==> src/rtl/popcorn_dp.sv <==
// popcorn_dp: accumulator-CPU datapath with register file, PC, SP, operand
// latches, flags and ALU, driven cycle by cycle by external control strobes.
module popcorn_dp #(
  parameter int DW   = 8,
  parameter int AW   = 12,
  parameter int NREG = 4,
  parameter int RSW  = $clog2(NREG)
) (
  input  logic           sys_clk,
  input  logic           sys_rst,
  input  logic           w_acc,
  input  logic           w_reg,
  input  logic           w_flag,
  input  logic           w_opl,
  input  logic           w_oplo,
  input  logic           w_ophi,
  input  logic [RSW-1:0] reg_sel,
  input  logic [3:0]     alu_func,
  input  logic [2:0]     bbus_mux,
  input  logic           flag_mux,
  input  logic [1:0]     pc_op,
  input  logic [1:0]     sp_op,
  input  logic [1:0]     addx_mux,
  input  logic           data_bus_wr,
  input  logic [DW-1:0]  data_in,
  output logic [DW-1:0]  data_out,
  output logic           data_oe,
  output logic [AW-1:0]  addx_bus,
  input  logic [DW-1:0]  port_in,
  output logic [DW-1:0]  port_out,
  output logic           port_oe,
  output logic [DW-1:0]  c_bus,
  output logic [DW-1:0]  b_bus,
  output logic [DW-1:0]  reg_acc,
  output logic [DW-1:0]  reg_p,
  output logic [DW-1:0]  reg_opl,
  output logic [3:0]     reg_flag
);

  localparam int HW = AW - DW;  // width of the high operand latch

  typedef enum logic [1:0] {PC_HOLD = 2'd0, PC_INC = 2'd1, PC_LOAD = 2'd2, PC_HOLD3 = 2'd3} pc_op_e;
  typedef enum logic [1:0] {SP_HOLD = 2'd0, SP_PUSH = 2'd1, SP_POP = 2'd2, SP_HOLD3 = 2'd3} sp_op_e;

  logic [DW-1:0] acc_q, acc_d;
  logic [DW-1:0] regs_q [NREG];
  logic [DW-1:0] regs_d [NREG];
  logic [DW-1:0] reg_p_q, reg_p_d;
  logic [DW-1:0] opl_q, opl_d;
  logic [DW-1:0] oplo_q, oplo_d;
  logic [HW-1:0] ophi_q, ophi_d;
  logic [AW-1:0] pc_q, pc_d;
  logic [AW-1:0] sp_q, sp_d;
  logic          carry_q, carry_d, pos_q, pos_d, zero_q, zero_d, serr_q, serr_d;

  logic [AW-1:0] d_bus;
  logic [DW:0]   sum;
  logic          cout;
  logic          sp_fault;

  assign d_bus    = {ophi_q, oplo_q};
  assign reg_acc  = acc_q;
  assign reg_p    = reg_p_q;
  assign reg_opl  = opl_q;
  assign reg_flag = {carry_q, pos_q, zero_q, serr_q};
  assign port_out = reg_p_q;
  assign port_oe  = (bbus_mux != 3'd4);
  assign data_out = c_bus;
  assign data_oe  = ~data_bus_wr;

  // B-bus source select
  always_comb begin
    // NOTE: every combinational output gets a default first so no path can infer a latch.
    b_bus = d_bus[DW-1:0];
    case (bbus_mux)
      3'd1: b_bus = regs_q[reg_sel];
      3'd2: b_bus = pc_q[DW-1:0];
      3'd3: begin
        b_bus = '0;
        b_bus[DW-1:DW-4] = {carry_q, pos_q, zero_q, serr_q};
        b_bus[HW-1:0]    = pc_q[AW-1:DW];
      end
      3'd4: b_bus = port_in;
      3'd5: b_bus = opl_q;
      default: b_bus = d_bus[DW-1:0];
    endcase
  end

  // ALU: a = acc, b = b_bus; wide sum carries carry-out / borrow in its top bit
  always_comb begin
    sum   = '0;
    c_bus = acc_q;
    cout  = 1'b0;
    case (alu_func)
      4'h0: begin sum = {1'b0, acc_q} + {1'b0, b_bus}; c_bus = sum[DW-1:0]; cout = sum[DW]; end
      4'h1: begin sum = {1'b0, acc_q} - {1'b0, b_bus}; c_bus = sum[DW-1:0]; cout = sum[DW]; end
      4'h2: c_bus = acc_q & b_bus;
      4'h3: c_bus = acc_q | b_bus;
      4'h4: c_bus = acc_q ^ b_bus;
      4'h5: c_bus = ~acc_q;
      4'h6: begin c_bus = {1'b0, acc_q[DW-1:1]}; cout = acc_q[0]; end
      4'h7: begin c_bus = {acc_q[DW-2:0], 1'b0}; cout = acc_q[DW-1]; end
      4'h8: c_bus = b_bus;
      4'h9: begin
        sum = {1'b0, acc_q} + {1'b0, b_bus} + {{DW{1'b0}}, carry_q};
        c_bus = sum[DW-1:0]; cout = sum[DW];
      end
      4'hA: begin
        sum = {1'b0, acc_q} - {1'b0, b_bus} - {{DW{1'b0}}, carry_q};
        c_bus = sum[DW-1:0]; cout = sum[DW];
      end
      4'hB: begin c_bus = {carry_q, acc_q[DW-1:1]}; cout = acc_q[0]; end
      4'hC: begin c_bus = {acc_q[DW-2:0], carry_q}; cout = acc_q[DW-1]; end
      default: c_bus = acc_q;
    endcase
  end

  // External address source select; SP+1 is the read address for a pop
  always_comb begin
    addx_bus = d_bus;
    case (addx_mux)
      2'd1:    addx_bus = pc_q;
      2'd2:    addx_bus = sp_q;
      2'd3:    addx_bus = sp_q + AW'(1);
      default: addx_bus = d_bus;
    endcase
  end

  // Next-state for latches, register file, PC, SP and flags
  always_comb begin
    acc_d   = w_acc  ? acc_q  : c_bus;
    opl_d   = w_opl  ? opl_q  : data_in;
    oplo_d  = w_oplo ? oplo_q : data_in;
    ophi_d  = w_ophi ? ophi_q : data_in[HW-1:0];
    reg_p_d = reg_p_q;  // no load strobe reaches the port register; it holds its reset value
    regs_d  = regs_q;
    if (!w_reg) regs_d[reg_sel] = c_bus;

    pc_d = pc_q;
    case (pc_op_e'(pc_op))
      PC_INC:  pc_d = pc_q + AW'(1);
      PC_LOAD: pc_d = d_bus;
      default: pc_d = pc_q;
    endcase

    sp_d     = sp_q;
    sp_fault = 1'b0;
    case (sp_op_e'(sp_op))
      SP_PUSH: if (sp_q == '0) sp_fault = 1'b1; else sp_d = sp_q - AW'(1);
      SP_POP:  if (sp_q == '1) sp_fault = 1'b1; else sp_d = sp_q + AW'(1);
      default: sp_d = sp_q;
    endcase

    {carry_d, pos_d, zero_d, serr_d} = {carry_q, pos_q, zero_q, serr_q};
    if (!w_flag) begin
      if (flag_mux) begin
        zero_d  = (c_bus == '0);
        pos_d   = ~c_bus[DW-1];
        carry_d = cout;
      end else begin
        {carry_d, pos_d, zero_d, serr_d} = c_bus[DW-1:DW-4];
      end
    end
    // a stack fault wins over a flag load clearing serr in the same cycle
    if (sp_fault) serr_d = 1'b1;
  end

  // State registers with asynchronous active-low reset
  always_ff @(posedge sys_clk or negedge sys_rst) begin
    if (!sys_rst) begin
      // NOTE: sequential state uses non-blocking assignments so all flops update together at the edge.
      acc_q   <= '0;
      reg_p_q <= '0;
      opl_q   <= '0;
      oplo_q  <= '0;
      ophi_q  <= '0;
      pc_q    <= '0;
      sp_q    <= '1;
      {carry_q, pos_q, zero_q, serr_q} <= 4'b0000;
      // NOTE: the register file is small and architecturally reset to zero, so it is built from flops, not RAM.
      for (int i = 0; i < NREG; i++) regs_q[i] <= '0;
    end else begin
      acc_q   <= acc_d;
      reg_p_q <= reg_p_d;
      opl_q   <= opl_d;
      oplo_q  <= oplo_d;
      ophi_q  <= ophi_d;
      pc_q    <= pc_d;
      sp_q    <= sp_d;
      {carry_q, pos_q, zero_q, serr_q} <= {carry_d, pos_d, zero_d, serr_d};
      for (int i = 0; i < NREG; i++) regs_q[i] <= regs_d[i];
    end
  end

endmodule

==> config.mk <==
export PLATFORM = sky130hd
export DESIGN_NAME = popcorn_dp
export DESIGN_NICKNAME = d
export VERILOG_FILES = /design/src/rtl/popcorn_dp.sv
export SDC_FILE = /design/constraint.sdc
export NUM_CORES = 1
export LEC_CHECK = 0
export ABC_CLOCK_PERIOD_IN_PS = 7600
export CAP_MARGIN = 25
export CORE_MARGIN = 2
export CORE_UTILIZATION = 40
export CTS_BUF_LIST = sky130_fd_sc_hd__clkbuf_8
export DETAILED_ROUTE_END_ITERATION = 8
export HOLD_SLACK_MARGIN = 0.03
export PLACE_DENSITY_LB_ADDON = 0.08
export SYNTH_ARGS = -nofsm -noshare
export SYNTH_HDL_FRONTEND = slang
export SYNTH_SLANG_ARGS = --single-unit
==> constraint.sdc <==
create_clock -name sys_clk -period 7.6 [get_ports sys_clk]
set_input_delay 1.9 -clock sys_clk [delete_from_list [all_inputs] [get_ports sys_clk]]
set_output_delay 1.9 -clock sys_clk [all_outputs]
set_load 0.005 [all_outputs]
# Word level (Yosys, flattened, before mapping)
# Index checks and enable logic that the tools add are counted.
# Widths: inputs -> output; s select.
# totals
word_cells	93
inputBits	41
ff_bits	88
# classes
order_cmp	2
n_eq_ne	30
n_reduce_logical	10
bitwise	7
add_sub_neg	7
muxes	23
# op_table
operator	count
$pmux 8 s13	1
$pmux 12 s2	2
$pmux 8 s5	1
$pmux 12 s3	1
$bwmux 32	1
$add 12x1->12 const B	2
$mux 12	2
$mux 8	3
$eq 4x4->1 const B	5
$bmux 8 s2	1
$demux 8 s2	1
$eq 4x3->1 const B	4
$eq 12x12->1 const B	1
$logic_not 12->1	1
$sub 12x1->12 const B	1
$add 8x8->9	1
$add 9x1->9	1
$sub 8x8->9	1
$sub 9x1->9	1
$and 8x8->8	1
$eq 2x2->1 const B	4
$eq 4x2->1 const B	2
$logic_not 8->1	1
$mux 1	8
23 further kinds	32

# Logic depth before layout (Yosys ltp)
# depth
depth_word	11
ltp_mapped	21
depth_no_buf	19

# Least setup slack after synthesis
# No wires, ideal clock.
# synth_path
path_kind	input to output
from	input port reg_sel[0]
to	output port data_out[5]
required_ps	5700
path_slack_ps	70
arrival_ps	5630
cell_stages	15
n_path_buf	1
path_cell_list	mux4_2 > and4b_4 > or2_4 > nor2_1 > inv_1 > ha_1 > a211oi_1 > nor4b_1 > or4b_2 > a221o_1 > a31oi_1 > nand4b_1 > nand2_1 > inv_1 > buf_4
# synth_via
elab_chain_cells	8
# synth_rtl
item	line_no	text
from (decl)	17	input logic [RSW-1:0] reg_sel,
$not 2->3 (implied by the code) *	76	3'd1: b_bus = regs_q[reg_sel];
$bmux 8 s2 *	76	
$mux 8 (implied by the code) * (2 in a row)	76	
$pmux 8 s5 *	75	case (bbus_mux)
$sub 8x8->9 or $add 8x8->9 (tied branches)	-	
$sub 9x1->9 or $add 9x1->9 (tied branches)	109, 105	
$pmux 8 s13 *	94	case (alu_func)
to (decl)	26	output logic [DW-1:0] data_out,
# Every way passes the cells marked *; elsewhere a longest branch is shown, timed or not. The select of a mux whose other input is x is not followed.

# Final worst setup path
# layout_path
from	input port bbus_mux[1]
to	output port data_out[7]
# layout_via
elab_chain_cells	5
# layout_rtl
item	line_no	text
from (decl)	19	input logic [2:0] bbus_mux,
$eq 3x3->1, or another cell as far along	75	
$pmux 8 s5 *	75	
$sub 8x8->9 or $add 8x8->9 (tied branches)	-	
$sub 9x1->9 or $add 9x1->9 (tied branches)	109, 105	
$pmux 8 s13 *	94	
# Every way passes the cells marked *; elsewhere a longest branch is shown, timed or not.

==> results.ini <==
[outcome]
status = finished clean

[routing]
drtPass1Iterations = 6
drtIter0Drc = 585
wire_per_inst_um = 19.5
drt-total-wl_um = 27400
ant_nets = 0
drc = 0
vias_per_cell = 5.70
vias = 8001

[clocking]
path_clk_slew_ps = 90
cts_buffer_depth = 2
cts_buffers = 9
holdBufCountCts = 0
tritoncts = done
cts.sinks = 88
h-tree-depth = 3
clk_latency_ps = 390
clockRootBuffer = clkbuf_8

[floorplan]
coreArea_sq_um = 18800
start_util_pct = 41.1
die_x_um = 143
rows = 50
dieHeight_um = 143
dieArea_sq_um = 20500
io_pins = 115

[synthesis]
avgSynthCellArea_sq_um = 8.19
ys_warn_count = 0
ys_seq_elements = 88
synthesis.area_sq_um = 7740
yosysTopAreaCell = dfrtp_1
synth.distinct_cells = 81
synth_enable_flop_cells = 0
synth_flop_cell = dfrtp_1
ys_async_sr_fraction_pct = 100
synthTopCellsByArea = dfrtp_1 (25%), o21ai_0 (5.8%), ha_1 (5.5%), mux2_2 (4.7%), nand2_1 (4.7%)
synth_common_cells = nand2_1 (96), o21ai_0 (90), dfrtp_1 (76)
netlist.area_leader.share_pct = 24.6
synth_cells = 945
synth_most_common_cell = nand2_1
ys_seq_area_share_pct = 28.6

[worst_setup_path]
arrival_ps = 5660
start_kind = input port
end_kind = primary output
critPathSlowestCell = or4_4
worstPathMaxFanout = 7
crit_chain = buf_2 > buf_12 > nor2b_1 > o21ai_1 > o22a_1 > a21oi_2 > o31a_1 > ha_4 > buf_6 > nor3b_2 > buf_4 > or4_4 > a31oi_4 > buf_4 > nor4_2 > o31a_1 > a41oi_2 > nand3_4 > buf_6 > dlygate4sd2_1
critPathRequiredTime_ps = 5700
reg2reg_slack_ps = 3150
path_class = input port to primary output
critPathMaxStageDelay_ps = 430

[timing]
final_max_slew_viol_count = 0
rsz0062_at_grt = true
worst_slew_pin_slew_ps = 910
slew_headroom_pct = 39.1
hold_violations = 0
setup_violations = 0
layout_min_cycle_time_ps = 7560
clock_skew_ps = 12.9
fmaxAchievable_ghz = 0.132
fin_crit_sh_pct = 99.5
fin_ws_ps = 39.0

[grt]
gr-total-overflow = 0
grt_first_pass_wirelength_um = 42400
grt_pass1_vias = 7493
antenna_found_initial = 0
grt.total_usage_pct = 26.7
grt_max_degree = 62

[pwr]
max-vdd-ir-drop_v = 0.000143
power.density_nw_per_um2 = 294
cellLeakagePower_nw = 4.52

[placement]
place_inst = 1353
pre_cts_slack_ps = -918
gp_congestion = 0.969
io_buffer_count = 98
dp_hpwl_um = 20100

[layout]
diodes = 0
instances_no_fill = 1404
multiInputGateArea_sq_um = 5370
register_area_sq_um = 2220
n_fill_cell = 1793
nets = 1215
area_growth_pct = 36.8
drive_above_1_share_pct = 28.3

[run]
cap_violations = 0

[hold_path]
hp-class = flop to flop

==> logic make-up after synthesis <==
| family | Yosys count | share of synthesized area [%] |
|---|---|---|
| xor+xnor | 31 | 3.51 |
| flops | 88 | 28.6 |
| other cells | 1 | 0.0484 |
| buf+inv | 141 | 8.32 |
| fa+ha+maj | 35 | 5.75 |
| compound gates | 289 | 24.4 |
| simple gates | 303 | 19.6 |
| mux | 57 | 9.73 |
==> routing by layer <==
| metal | global-route usage [%] | part of all wire (%) | wire length (um) |
|---|---|---|---|
| met5 | 0 | 0 | 0 |
| met4 | 4.74 | 1.2 | 334 |
| met3 | 4.06 | 5.9 | 1620 |
| met2 | 43.4 | 47 | 12700 |
| met1 | 38.0 | 46 | 12700 |
==> report_power, final <==
part / internal [mW] / switching (mW) / total, mW
Sequential: 0.634 / 0.229 / 0.863
Combinational: 0.988 / 0.933 / 1.92
Clock: 0.126 / 0.203 / 0.329
==> state kept, by name (all words and copies together) (netlist names) <==
register,count
pc_q,12
serr_q,1
zero_q,1
oplo_q,8
regs_q,32
carry_q,1
pos_q,1
sp_q,12
ophi_q,4
reg_opl,8
reg_acc,8
==> cell usage in the layout (no fill, tap or decap), drive strengths merged, types with 11 or more instances in the layout <==
| cell type | n |
|---|---|
| buf | 165 |
| o21ai | 100 |
| nand2 | 97 |
| clkdlybuf4s50 | 80 |
| dfrtp | 76 |
| nor2 | 56 |
| a21oi | 55 |
| inv | 51 |
| ha | 34 |
| mux2 | 33 |
| nor3 | 31 |
| nand3 | 25 |
| a31oi | 18 |
| nand2b | 16 |
| conb | 16 |
| nor2b | 16 |
| xnor2 | 16 |
| xor2 | 15 |
| and3 | 14 |
| mux2i | 13 |
| dfstp | 12 |
| mux4 | 11 |
| a211oi | 11 |
==> critical path: cells and delay by family <==
kind / cells / cell delay [ps]
buffers and inverters: 7 / 1100
and+or+nand+nor: 5 / 790
adders and majority gates: 1 / 320
AOI/OAI and AO/OA: 7 / 1570
==> per-stage QoR <==
| stage | total power [mW] | util [%] | instance area, sq um | hold slack [ps] | TNS (ps) |
|---|---|---|---|---|---|
| final | 3.11 | 56.3 | 10600 | 485 | 0 |
| after global routing | 3.32 | 56.3 | 10600 | 524 | -173 |
| after CTS | 3.00 | 54.9 | 10300 | 489 | 0 |
| after detailed placement | 2.48 | 51.1 | 9620 | 467 | -10310 |
| after global placement | 2.48 | 51.1 | 9620 | 458 | -9940 |
| after floorplan | 1.72 | - | 7800 | 445 | 0 |
==> final cells by class <==
cell class,count,share of cell area (%)
Clock inverter,7,0.590
Multi-Input combinational cell,731,50.7
Clock buffer,9,1.17
Sequential cell,88,20.9
Inverter,49,1.74
Tap cell,260,3.07
Timing Repair Buffer,260,21.8
==> final timing paths <==
check	from	end	cells past startpoint
min	regs_q[2]	regs_q[2]	2
max reg2reg	pc_q[2]	carry_q	22
min reg2reg	regs_q[2]	regs_q[2]	2
min in group asynchronous	sys_rst	reg_opl[1]	1
max in group asynchronous	sys_rst	regs_q[17]	2
max	bbus_mux[1]	data_out[7]	20
==> timing repair <==
| action | CTS | global route |
|---|---|---|
| resized for setup | 85 | 50 |
| pin swaps | 27 | 28 |
| endpoints found under the setup margin | 16 | 14 |
| hold endpoints to repair | 0 | 0 |
| buffers inserted | 23 | 9 |
| gates cloned | 2 | 0 |
Power figures use the tool's default switching activity.
